**src/rtl/common_types_pkg.sv**
```systemverilog
// Shared types for the memory stage.
//   mem_size_t  : access width encoding carried on ex_mem_size
//   mem_state_t : bus FSM states (IDLE, WAIT, HOLD)
//   wb_latch_t  : contents of the memory-to-writeback pipeline register
//   WB_SRC_*    : reg_wr_src encodings
//   addr_misaligned() : alignment rule for a given access width
package common_types_pkg;

  typedef enum logic [1:0] {
    BYTE = 2'd0,
    HALF = 2'd1,
    WORD = 2'd2
  } mem_size_t;

  typedef enum logic [1:0] {
    IDLE = 2'd0,
    WAIT = 2'd1,
    HOLD = 2'd2
  } mem_state_t;

  localparam logic [1:0] WB_SRC_ALU = 2'd0;
  localparam logic [1:0] WB_SRC_MEM = 2'd1;
  localparam logic [1:0] WB_SRC_PC4 = 2'd2;

  typedef struct packed {
    logic [31:0] pc;
    logic        halt;
    logic [4:0]  rd;
    logic [1:0]  reg_wr_src;
    logic [31:0] alu_out;
    logic [31:0] dload;
  } wb_latch_t;

  // Halves must sit on even addresses, words on multiples of four.
  // The unused size encoding 3 is treated as a word.
  function automatic logic addr_misaligned(input mem_size_t size,
                                           input logic [1:0] addr_lo);
    logic r;
    case (size)
      BYTE:    r = 1'b0;
      HALF:    r = addr_lo[0];
      default: r = |addr_lo;
    endcase
    return r;
  endfunction

endpackage

```
**src/rtl/load_store_align.sv**
```systemverilog
// Byte-lane steering between the core and a 32-bit data bus.
//   addr_i       : low two address bits (byte lane)
//   size_i       : access width
//   unsigned_i   : zero-extend loads when set
//   store_data_i : rs2 value to be written
//   rdata_i      : raw bus read word
//   wdata_o      : store data replicated across all lanes of its width
//   strb_o       : byte strobes for a store of this width/address
//   load_o       : selected and extended load value
module load_store_align
  import common_types_pkg::*;
(
  input  logic [1:0]  addr_i,
  input  mem_size_t   size_i,
  input  logic        unsigned_i,
  input  logic [31:0] store_data_i,
  input  logic [31:0] rdata_i,
  output logic [31:0] wdata_o,
  output logic [3:0]  strb_o,
  output logic [31:0] load_o
);

  logic [7:0]  ld_byte;
  logic [15:0] ld_half;

  always_comb begin
    ld_byte = 8'h00;
    case (addr_i)
      2'd0:    ld_byte = rdata_i[7:0];
      2'd1:    ld_byte = rdata_i[15:8];
      2'd2:    ld_byte = rdata_i[23:16];
      default: ld_byte = rdata_i[31:24];
    endcase
    // Halves only ever start on lane 0 or lane 2.
    ld_half = addr_i[1] ? rdata_i[31:16] : rdata_i[15:0];
  end

  always_comb begin
    wdata_o = '0;
    strb_o  = '0;
    load_o  = '0;
    case (size_i)
      BYTE: begin
        load_o  = {{24{ld_byte[7] & ~unsigned_i}}, ld_byte};
        wdata_o = {4{store_data_i[7:0]}};
        strb_o  = 4'b0001 << addr_i;
      end
      HALF: begin
        load_o  = {{16{ld_half[15] & ~unsigned_i}}, ld_half};
        wdata_o = {2{store_data_i[15:0]}};
        strb_o  = addr_i[1] ? 4'b1100 : 4'b0011;
      end
      default: begin
        load_o  = rdata_i;
        wdata_o = store_data_i;
        strb_o  = 4'b1111;
      end
    endcase
  end

endmodule

```
**src/rtl/memory_stage.sv**
```systemverilog
// Memory stage: runs the load/store held in the execute-to-memory latch on a
// req/ready data bus, then fills the memory-to-writeback latch.
//
// Bus handshake: dbus_req is raised while an access is outstanding and, once
// raised, address/wen/wdata/strb stay constant until the cycle dbus_ready is
// seen with dbus_req high; that cycle completes the access. dbus_rdata is only
// looked at in that cycle. The stage never drops a raised request except on
// timeout or reset.
//
// Ports:
//   clk, rst          : clock, synchronous active-high reset
//   ex_*              : current instruction from the execute latch
//   wb_en, wb_flush   : writeback latch enable / clear from the hazard unit
//   dbus_*            : data bus master side
//   mem_stall         : hold upstream stages while an access is outstanding
//   mem_fault         : one-cycle pulse on misaligned access or bus timeout
//   wb_*              : writeback latch contents
//   dbg_state         : current bus FSM state
//
// BUS_TIMEOUT is the number of WAIT cycles allowed before the access is
// abandoned (0 waits forever).
module memory_stage
  import common_types_pkg::*;
#(
  parameter int BUS_TIMEOUT = 255
) (
  input  logic        clk,
  input  logic        rst,
  input  logic [31:0] ex_pc,
  input  logic        ex_halt,
  input  logic [4:0]  ex_rd,
  input  logic [1:0]  ex_reg_wr_src,
  input  logic [31:0] ex_alu_out,
  input  logic        ex_mem_rd,
  input  logic        ex_mem_wr,
  input  logic [1:0]  ex_mem_size,
  input  logic        ex_mem_unsigned,
  input  logic [31:0] ex_store_data,
  input  logic        wb_en,
  input  logic        wb_flush,
  output logic        dbus_req,
  output logic        dbus_wen,
  output logic [31:0] dbus_addr,
  output logic [31:0] dbus_wdata,
  output logic [3:0]  dbus_strb,
  input  logic        dbus_ready,
  input  logic [31:0] dbus_rdata,
  output logic        mem_stall,
  output logic        mem_fault,
  output logic [31:0] wb_pc,
  output logic        wb_halt,
  output logic [4:0]  wb_rd,
  output logic [1:0]  wb_reg_wr_src,
  output logic [31:0] wb_alu_out,
  output logic [31:0] wb_dload,
  output mem_state_t  dbg_state
);

  localparam int CNT_W = (BUS_TIMEOUT < 1) ? 1 : $clog2(BUS_TIMEOUT + 1);
  localparam logic [CNT_W-1:0] TIMEOUT_CNT = CNT_W'(BUS_TIMEOUT);
  localparam bit TIMEOUT_EN = (BUS_TIMEOUT != 0);

  // Instruction decode
  mem_size_t size_e;
  logic      access;
  logic      is_load;
  logic      is_store;
  logic      misaligned;

  assign size_e     = mem_size_t'(ex_mem_size);
  assign access     = ex_mem_rd | ex_mem_wr;
  // A request with both rd and wr set is a load.
  assign is_load    = ex_mem_rd;
  assign is_store   = ex_mem_wr & ~ex_mem_rd;
  assign misaligned = access & addr_misaligned(size_e, ex_alu_out[1:0]);

  // Lane steering
  logic [31:0] align_wdata;
  logic [3:0]  align_strb;
  logic [31:0] load_ext;

  load_store_align u_align (
    .addr_i       (ex_alu_out[1:0]),
    .size_i       (size_e),
    .unsigned_i   (ex_mem_unsigned),
    .store_data_i (ex_store_data),
    .rdata_i      (dbus_rdata),
    .wdata_o      (align_wdata),
    .strb_o       (align_strb),
    .load_o       (load_ext)
  );

  assign dbus_addr  = {ex_alu_out[31:2], 2'b00};
  assign dbus_wdata = align_wdata;
  assign dbus_strb  = is_store ? align_strb : 4'b0000;
  assign dbus_wen   = dbus_req & is_store;

  // FSM, timeout counter and hold register
  mem_state_t       state_q, state_d;
  logic [CNT_W-1:0] cnt_q, cnt_d;
  logic [31:0]      hold_dload_q, hold_dload_d;
  logic             hold_fault_q, hold_fault_d;

  logic        done;       // access (or its fault) resolves this cycle
  logic        fault_now;  // this cycle's completion is a fault
  logic [31:0] dload_now;  // load value produced by this cycle's completion
  logic        timeout_hit;

  assign timeout_hit = TIMEOUT_EN && (cnt_q == TIMEOUT_CNT);

  always_comb begin
    state_d      = state_q;
    cnt_d        = '0;
    hold_dload_d = hold_dload_q;
    hold_fault_d = hold_fault_q;
    dbus_req     = 1'b0;
    mem_stall    = 1'b0;
    mem_fault    = 1'b0;
    done         = 1'b0;
    fault_now    = 1'b0;
    dload_now    = '0;

    case (state_q)
      IDLE: begin
        if (misaligned) begin
          // Never reaches the bus; resolves immediately as a halting fault.
          mem_fault = 1'b1;
          fault_now = 1'b1;
          done      = 1'b1;
        end else if (access) begin
          dbus_req = 1'b1;
          if (dbus_ready) begin
            done = 1'b1;
            if (is_load) dload_now = load_ext;
          end else begin
            mem_stall = 1'b1;
            state_d   = WAIT;
          end
        end
      end

      WAIT: begin
        if (timeout_hit) begin
          // Request is withdrawn; a late ready in this cycle is ignored.
          mem_fault = 1'b1;
          fault_now = 1'b1;
          done      = 1'b1;
        end else begin
          dbus_req = 1'b1;
          if (dbus_ready) begin
            done = 1'b1;
            if (is_load) dload_now = load_ext;
          end else begin
            mem_stall = 1'b1;
            cnt_d     = cnt_q + CNT_W'(1);
          end
        end
      end

      HOLD: begin
        // Result already captured; wait for the latch to take it.
        if (wb_en) state_d = IDLE;
      end

      default: state_d = IDLE;
    endcase

    // A finished access that the latch cannot take yet is parked in HOLD so
    // that the still-present instruction is not sent to the bus again.
    if (done) begin
      if (wb_en) begin
        state_d = IDLE;
      end else begin
        state_d      = HOLD;
        hold_dload_d = dload_now;
        hold_fault_d = fault_now;
      end
    end
  end

  always_ff @(posedge clk) begin
    if (rst) begin
      state_q      <= IDLE;
      cnt_q        <= '0;
      hold_dload_q <= '0;
      hold_fault_q <= 1'b0;
    end else begin
      state_q      <= state_d;
      cnt_q        <= cnt_d;
      hold_dload_q <= hold_dload_d;
      hold_fault_q <= hold_fault_d;
    end
  end

  // Writeback latch
  wb_latch_t latch_q, latch_d, latch_new;

  always_comb begin
    latch_new            = '0;
    latch_new.pc         = ex_pc;
    latch_new.rd         = ex_rd;
    latch_new.reg_wr_src = ex_reg_wr_src;
    latch_new.alu_out    = ex_alu_out;
    if (state_q == HOLD) begin
      latch_new.halt  = ex_halt | hold_fault_q;
      latch_new.dload = hold_dload_q;
    end else begin
      latch_new.halt  = ex_halt | fault_now;
      latch_new.dload = dload_now;
    end

    latch_d = latch_q;
    if (wb_flush) begin
      latch_d = '0;
    end else if (wb_en && !mem_stall) begin
      latch_d = latch_new;
    end
  end

  always_ff @(posedge clk) begin
    if (rst) begin
      latch_q <= '0;
    end else begin
      latch_q <= latch_d;
    end
  end

  assign wb_pc         = latch_q.pc;
  assign wb_halt       = latch_q.halt;
  assign wb_rd         = latch_q.rd;
  assign wb_reg_wr_src = latch_q.reg_wr_src;
  assign wb_alu_out    = latch_q.alu_out;
  assign wb_dload      = latch_q.dload;
  assign dbg_state     = state_q;

endmodule

```
**config.mk**
```make
export PLATFORM = sky130hd
export DESIGN_NAME = memory_stage
export DESIGN_NICKNAME = d
export VERILOG_FILES = /design/src/rtl/common_types_pkg.sv /design/src/rtl/load_store_align.sv /design/src/rtl/memory_stage.sv
export SDC_FILE = /design/constraint.sdc
export NUM_CORES = 1
export LEC_CHECK = 0
export CAP_MARGIN = 10
export CORE_MARGIN = 2
export CORE_UTILIZATION = 30
export DETAILED_ROUTE_END_ITERATION = 8
export DONT_BUFFER_PORTS = 1
export GPL_ROUTABILITY_DRIVEN = 0
export PLACE_DENSITY = 0.55
export SYNTH_ARGS = -nofsm -noshare
export SYNTH_HDL_FRONTEND = slang
export SYNTH_SLANG_ARGS = --single-unit
```
**constraint.sdc**
```tcl
create_clock -name clk -period 2.78 [get_ports clk]
set_input_delay 0.556 -clock clk [delete_from_list [all_inputs] [get_ports clk]]
set_output_delay 0.556 -clock clk [all_outputs]
set_load 0.02 [all_outputs]
```
==> flow_summary.yaml, run 1 <==
cts:
  htree_levels: 4
  cts_tree: "built"
  cts_made_buffers: 17
  numClockSinks: 147
  cts_buffer_depth: 2
  post_cts_resize_count: 1
  cts_setup_buffers: 0
  worstSkewPairLatency_ns: 0.42
  cts.clk_slew.worst_paths_ns: 0.07
  cts_hold_buffers: 0
  clockRootBuffer: "clkbuf_16"
sta:
  report.final.slew_viol_count: 0
  finalSetupTns_ns: 0
  relSlewSlack: 0.412
  clock.fmax_ghz: 0.381
  clock_skew_ns: 0.00785
  finalHoldViolCount: 0
  fin_crit_sh: 0.943
  min_period_ns: 2.62
  setup_viol: 0
  worst_slew_pin_slew_ns: 0.882
  grt_setup_unrepaired: "no"
route:
  drt_iter0_drc: 420
  antenna_left: 0
  route.detailed.drc: 0
  vias: 5620
  routed_wl_um: 22400
  drt-pass1-iter-count: 4
  viasPerCell: 5.37
  routedWlPerCell_um: 21.4
die:
  rows: 54
  boundaryPins: 324
  initial_utilization: 0.307
  die_h_um: 154
  core_area_sq_um: 21900
  die_w_um: 154
  dieArea_sq_um: 23600
grt:
  grt_pass1_vias: 5314
  grt_first_pass_wirelength_um: 33200
  grt-ovfl-total: 0
  grt_usage: 0.183
  grt_max_degree: 68
  grt_antenna_before_repair: 0
layout:
  area_growth_syn_to_layout_pct: 9.45
  diodes: 0
  final_cell_mix: "168 x nand2_1, 147 x dfxtp_1, 118 x a21oi_1"
  mostFrequentLayoutCell: "nand2_1"
  seqCellArea_sq_um: 2940
  nNetsFinal: 900
  fin_cells: 1046
  drive_above_1_share: 0.106
  fillers: 2315
  multi_input_area_sq_um: 3230
pwr:
  power_leakage_uw: 0.00262
  peakVddDrop_v: 0.000351
  p_per_area_nw_per_um2: 711
  p_total_uw: 5230
worst_setup_path:
  crit_path_max_incr_delay_ns: 0.57
  worstSetupPathType: "reg2out"
  cp_slowest_cell: "or4_4"
  r2r-start: "cnt_q[0]"
  crit_chain: "or2_0 -> or4_4 -> and2_1 -> inv_1"
  cp_max_fo: 8
  r2r_setup_slack_ns: 0.41
  end_kind: "output pin"
  critPathLaunchType: "register"
  rr_worst_depth: 7
  critPathArrivalTime_ns: 2.07
  required_ns: 2.22
  reg2reg_to: "hold_dload_q[24]"
synthesis:
  syn-cell-area_sq_um: 6730
  synth_top_area_frac: 0.438
  synth_largest_area_cell: "dfxtp_1"
  ys.flop_type: "dfxtp_1"
  synth_cell_types: 52
  netlist_instances: 816
  ys_seq_elements: 147
  ys_warn_count: 0
  synth-async-reset-ratio: 0
  synth_edf_count: 0
  avgSynthCellArea_sq_um: 8.24
  synthTopCellsByArea: "dfxtp_1 44%, nand2_1 9.4%, a21oi_1 8.8%"
  yosysSeqAreaShare: 0.438
worst_hold_path:
  hold_depth: 1
  min_to: "hold_fault_q"
  hold_class: "in2reg"
  min-delay-start: "rst"
placed_design:
  post-place-cells: 1014
  port-buffer-count: 0
  dpl.hpwl_um: 16600
run:
  max_cap_violations: 0
run_status:
  status: "finished clean"
## synthesized netlist by cell type (all sizes together), types with 2 or more instances
| master | count |
|---|---|
| nand4 | 2 |
| inv | 7 |
| nand3 | 10 |
| buf | 61 |
| or4 | 3 |
| clkbuf | 43 |
| nor2b | 8 |
| o221ai | 3 |
| o21ai | 56 |
| and3 | 3 |
| nand2b | 19 |
| nor3 | 3 |
| a21oi | 118 |
| nand2 | 168 |
| nor2 | 29 |
| nand3b | 2 |
| a221o | 5 |
| mux2i | 16 |
| o2bb2ai | 8 |
| and3b | 2 |
| dfxtp | 147 |
| a22o | 22 |
| a221oi | 10 |
| or3 | 2 |
| and2 | 7 |
| xor2 | 5 |
| or2 | 2 |
| mux2 | 17 |
| mux4 | 2 |
| a2bb2oi | 3 |
| a32oi | 17 |
## logic make-up (layout without fill, tap and decap cells)
group / after synthesis / after routing / synth area share
AOI/OAI and AO/OA: 253 / 253 / 0.234
buffers and inverters: 111 / 60 / 0.0886
other: 1 / 2 / 0.000558
xor gates and xnor gates: 6 / 6 / 0.00781
and+or+nand+nor: 262 / 262 / 0.171
adders and majority gates: 1 / 1 / 0.00186
muxes: 35 / 35 / 0.0590
DFF: 147 / 147 / 0.438
## routing by layer
metal	GRT usage	part of all wire	wire length (um)	vias to the layer above
li1	-	-	-	2697
met1	0.199	0.38	8530	2598
met2	0.317	0.49	10900	289
met3	0.0716	0.099	2210	36
met4	0.0799	0.032	706	0
met5	0	0	0	-
## registers in the layout, indices dropped and copies added, names as in the netlist
name	cells
cnt_q	8
dbg_state	2
hold_dload_q	32
hold_fault_q	1
wb_alu_out	32
wb_dload	32
wb_halt	1
wb_pc	32
wb_rd	5
wb_reg_wr_src	2
## cell type report
| class | count | area share |
|---|---|---|
| Sequential cell | 147 | 0.400 |
| Multi-Input combinational cell | 559 | 0.439 |
| Clock buffer | 17 | 0.0578 |
| Clock inverter | 15 | 0.0253 |
| Timing Repair Buffer | 21 | 0.0265 |
| Inverter | 7 | 0.00357 |
| Tap cell | 280 | 0.0476 |
## power breakdown
group / switching, uW / internal, uW / leakage (uW)
Clock: 1020 / 1370 / 0.000301
Sequential: 120 / 2170 / 0.00119
Combinational: 361 / 189 / 0.00112
Total: 1510 / 3730 / 0.00262
## per-stage QoR
step                worst slack, ns  area [sq um]  hold slack, ns  utilization
floorplan                     0.280          6730           0.433            -
global placement              0.384          6750           0.436        0.308
detailed placement            0.396          6750           0.442        0.308
CTS                           0.138          7360           0.169        0.336
global route                 0.0455          7360           0.173        0.336
finish                        0.158          7360           0.196        0.336
## worst max-delay path: cells and delay by family (launching register included)
| kind | cells | cell delay, ns |
|---|---|---|
| simple gates | 3 | 1.07 |
| flops | 1 | 0.40 |
| buf+inv | 1 | 0.19 |
## worst max path at each step
stage | start | to | slack [ns]
global placement | cnt_q[0] | wb_alu_out[1] | 0.38
CTS | dbg_state[0] | mem_fault | 0.14
finish | dbg_state[0] | mem_fault | 0.16
floorplan | ex_mem_size[1] | mem_stall | 0.28
global route | cnt_q[0] | dbus_wen | 0.05
detailed placement | cnt_q[0] | wb_alu_out[1] | 0.40
No activity file was read; power rests on OpenSTA's default activity.
==> inputs of run 2 (changes only) <==
- CTS_CLUSTER_SIZE: default -> 10
- REMOVE_ABC_BUFFERS: default -> 1
==> run 2 against run 1 <==
Against the previous run:
- sequential share of layout area is 0.088 points lower
- non-clock buffer count grew 1
- fmax increased by 0.87%
- flip-flop and latch count unchanged
- total power about the same
- sequential power hardly changed
- cell count about the same
- via count down 0.68%
- hold slack better by 0.013 ns
- first-iteration DRC count down 0.24%
- critical path type unchanged
- critical endpoint unchanged
- largest power group unchanged
==> flow_summary.yaml, run 2 (synthesis results as in run 1) <==
grt:
  grt_max_degree: 72
  grt_antenna_before_repair: 0
  grt_pass1_vias: 5178
  grt_usage: 0.170
  grt_first_pass_wirelength_um: 31800
  grt-ovfl-total: 0
die:
  die_w_um: 154
  die_h_um: 154
  boundaryPins: 324
  rows: 54
  initial_utilization: 0.307
  core_area_sq_um: 21900
  dieArea_sq_um: 23600
route:
  wl_met3_um: 1690
  route.detailed.drc: 0
  antenna_left: 0
  routedWlPerCell_um: 20.0
  viasPerCell: 5.33
  vias: 5582
  wl_met1_um: 8880
  highest_layer: "met4"
  routed_wl_um: 20900
  met2_length_um: 10100
  drt-pass1-iter-count: 5
  drt_iter0_drc: 419
pwr:
  power_leakage_uw: 0.00261
  p_total_uw: 5240
  peakVddDrop_v: 0.000332
  p_per_area_nw_per_um2: 710
worst_setup_path:
  cp_max_fo: 8
  crit_path_max_incr_delay_ns: 0.57
  critPathArrivalTime_ns: 2.04
  critPathLaunchType: "register"
  crit_chain: "or2_0 -> or4_4 -> and2_1 -> inv_1"
  required_ns: 2.22
  end_kind: "output pin"
  worstSetupPathType: "reg2out"
  rr_worst_depth: 6
  cp_slowest_cell: "or4_4"
sta:
  finalSetupTns_ns: 0
  report.final.slew_viol_count: 0
  setup_viol: 0
  holdWs_ns: 0.209
  grt_setup_unrepaired: "no"
  worst_slew_pin_slew_ns: 0.994
  min_period_ns: 2.60
  relSlewSlack: 0.335
  clock_skew_ns: 0.00871
  clock.fmax_ghz: 0.385
  fin_crit_sh: 0.935
  layout_setup_ws_ns: 0.181
  finalHoldViolCount: 0
cts:
  htree_levels: 4
  cts_tree: "built"
  cts_buffer_depth: 2
  numClockSinks: 147
  cts_setup_buffers: 0
  clockRootBuffer: "clkbuf_16"
  cts_hold_buffers: 0
  cts.clk_slew.worst_paths_ns: 0.06
  worstSkewPairLatency_ns: 0.42
  cts_made_buffers: 17
layout:
  drive_above_1_share: 0.108
  postLayoutCellArea_sq_um: 7380
  nNetsFinal: 901
  area_growth_syn_to_layout_pct: 9.69
  diodes: 0
  multi_input_area_sq_um: 3240
  seqCellArea_sq_um: 2940
  mostFrequentLayoutCell: "nand2_1"
  fillers: 2292
  final_cell_mix: "168 x nand2_1, 147 x dfxtp_1, 118 x a21oi_1"
placed_design:
  dpl.hpwl_um: 15200
  port-buffer-count: 0
  placed_area_sq_um: 6760
  pre_cts_slack_ns: 0.0976
worst_hold_path:
  hold_depth: 1
  hold_class: "in2reg"
run_status:
  status: "finished clean"
run:
  max_cap_violations: 0
-- run 2: power breakdown --
group,leakage [uW],internal [uW],switching (uW)
clock network,0.000291,1450,947
registers,0.00119,2170,118
logic,0.00112,191,356
-- run 2: metal layers --
metal	up-vias	track usage
li1	2707	-
met2	232	0.279
met1	2625	0.216
met5	-	0
met4	0	0.0463
met3	18	0.0550
-- run 2: cell type report --
| class | count | share of cell area |
|---|---|---|
| repair buffers | 22 | 0.0275 |
| clock inverters | 13 | 0.0236 |
| multi-input cells | 559 | 0.439 |
| well taps | 280 | 0.0475 |
| clock buffers | 19 | 0.0600 |
| flip-flops and latches | 147 | 0.399 |
| inverters | 7 | 0.00356 |
-- run 2: timing repair --
| item | CTS | global route |
|---|---|---|
| endpoints found under the hold margin | 0 | 0 |
| setup endpoints to repair | 0 | 19 |
| resized for setup | 0 | 2 |
-- run 2: path summary, 6_finish.rpt --
check	slack, ns	end	from
worst max-delay path	0.18	mem_fault	dbg_state[0]
worst min-delay path	0.21	hold_fault_q	rst
worst min register to register	0.45	hold_dload_q[3]	hold_dload_q[3]
worst max register to register	0.33	hold_dload_q[18]	cnt_q[0]
-- run 2: critical path: cells and delay by family, from the launching register on --
family | cells | cell delay (ns)
and+or+nand+nor | 3 | 1.05
DFF | 1 | 0.41
buffers and inverters | 1 | 0.18
-- run 2: through the flow --
stage / cells / util
2_1_floorplan: 713 / -
3_3_place_gp: 1015 / 0.309
3_5_place_dp: 1015 / 0.309
4_1_cts: 1047 / 0.337
5_1_grt: 1047 / 0.337
6_report: 1047 / 0.337
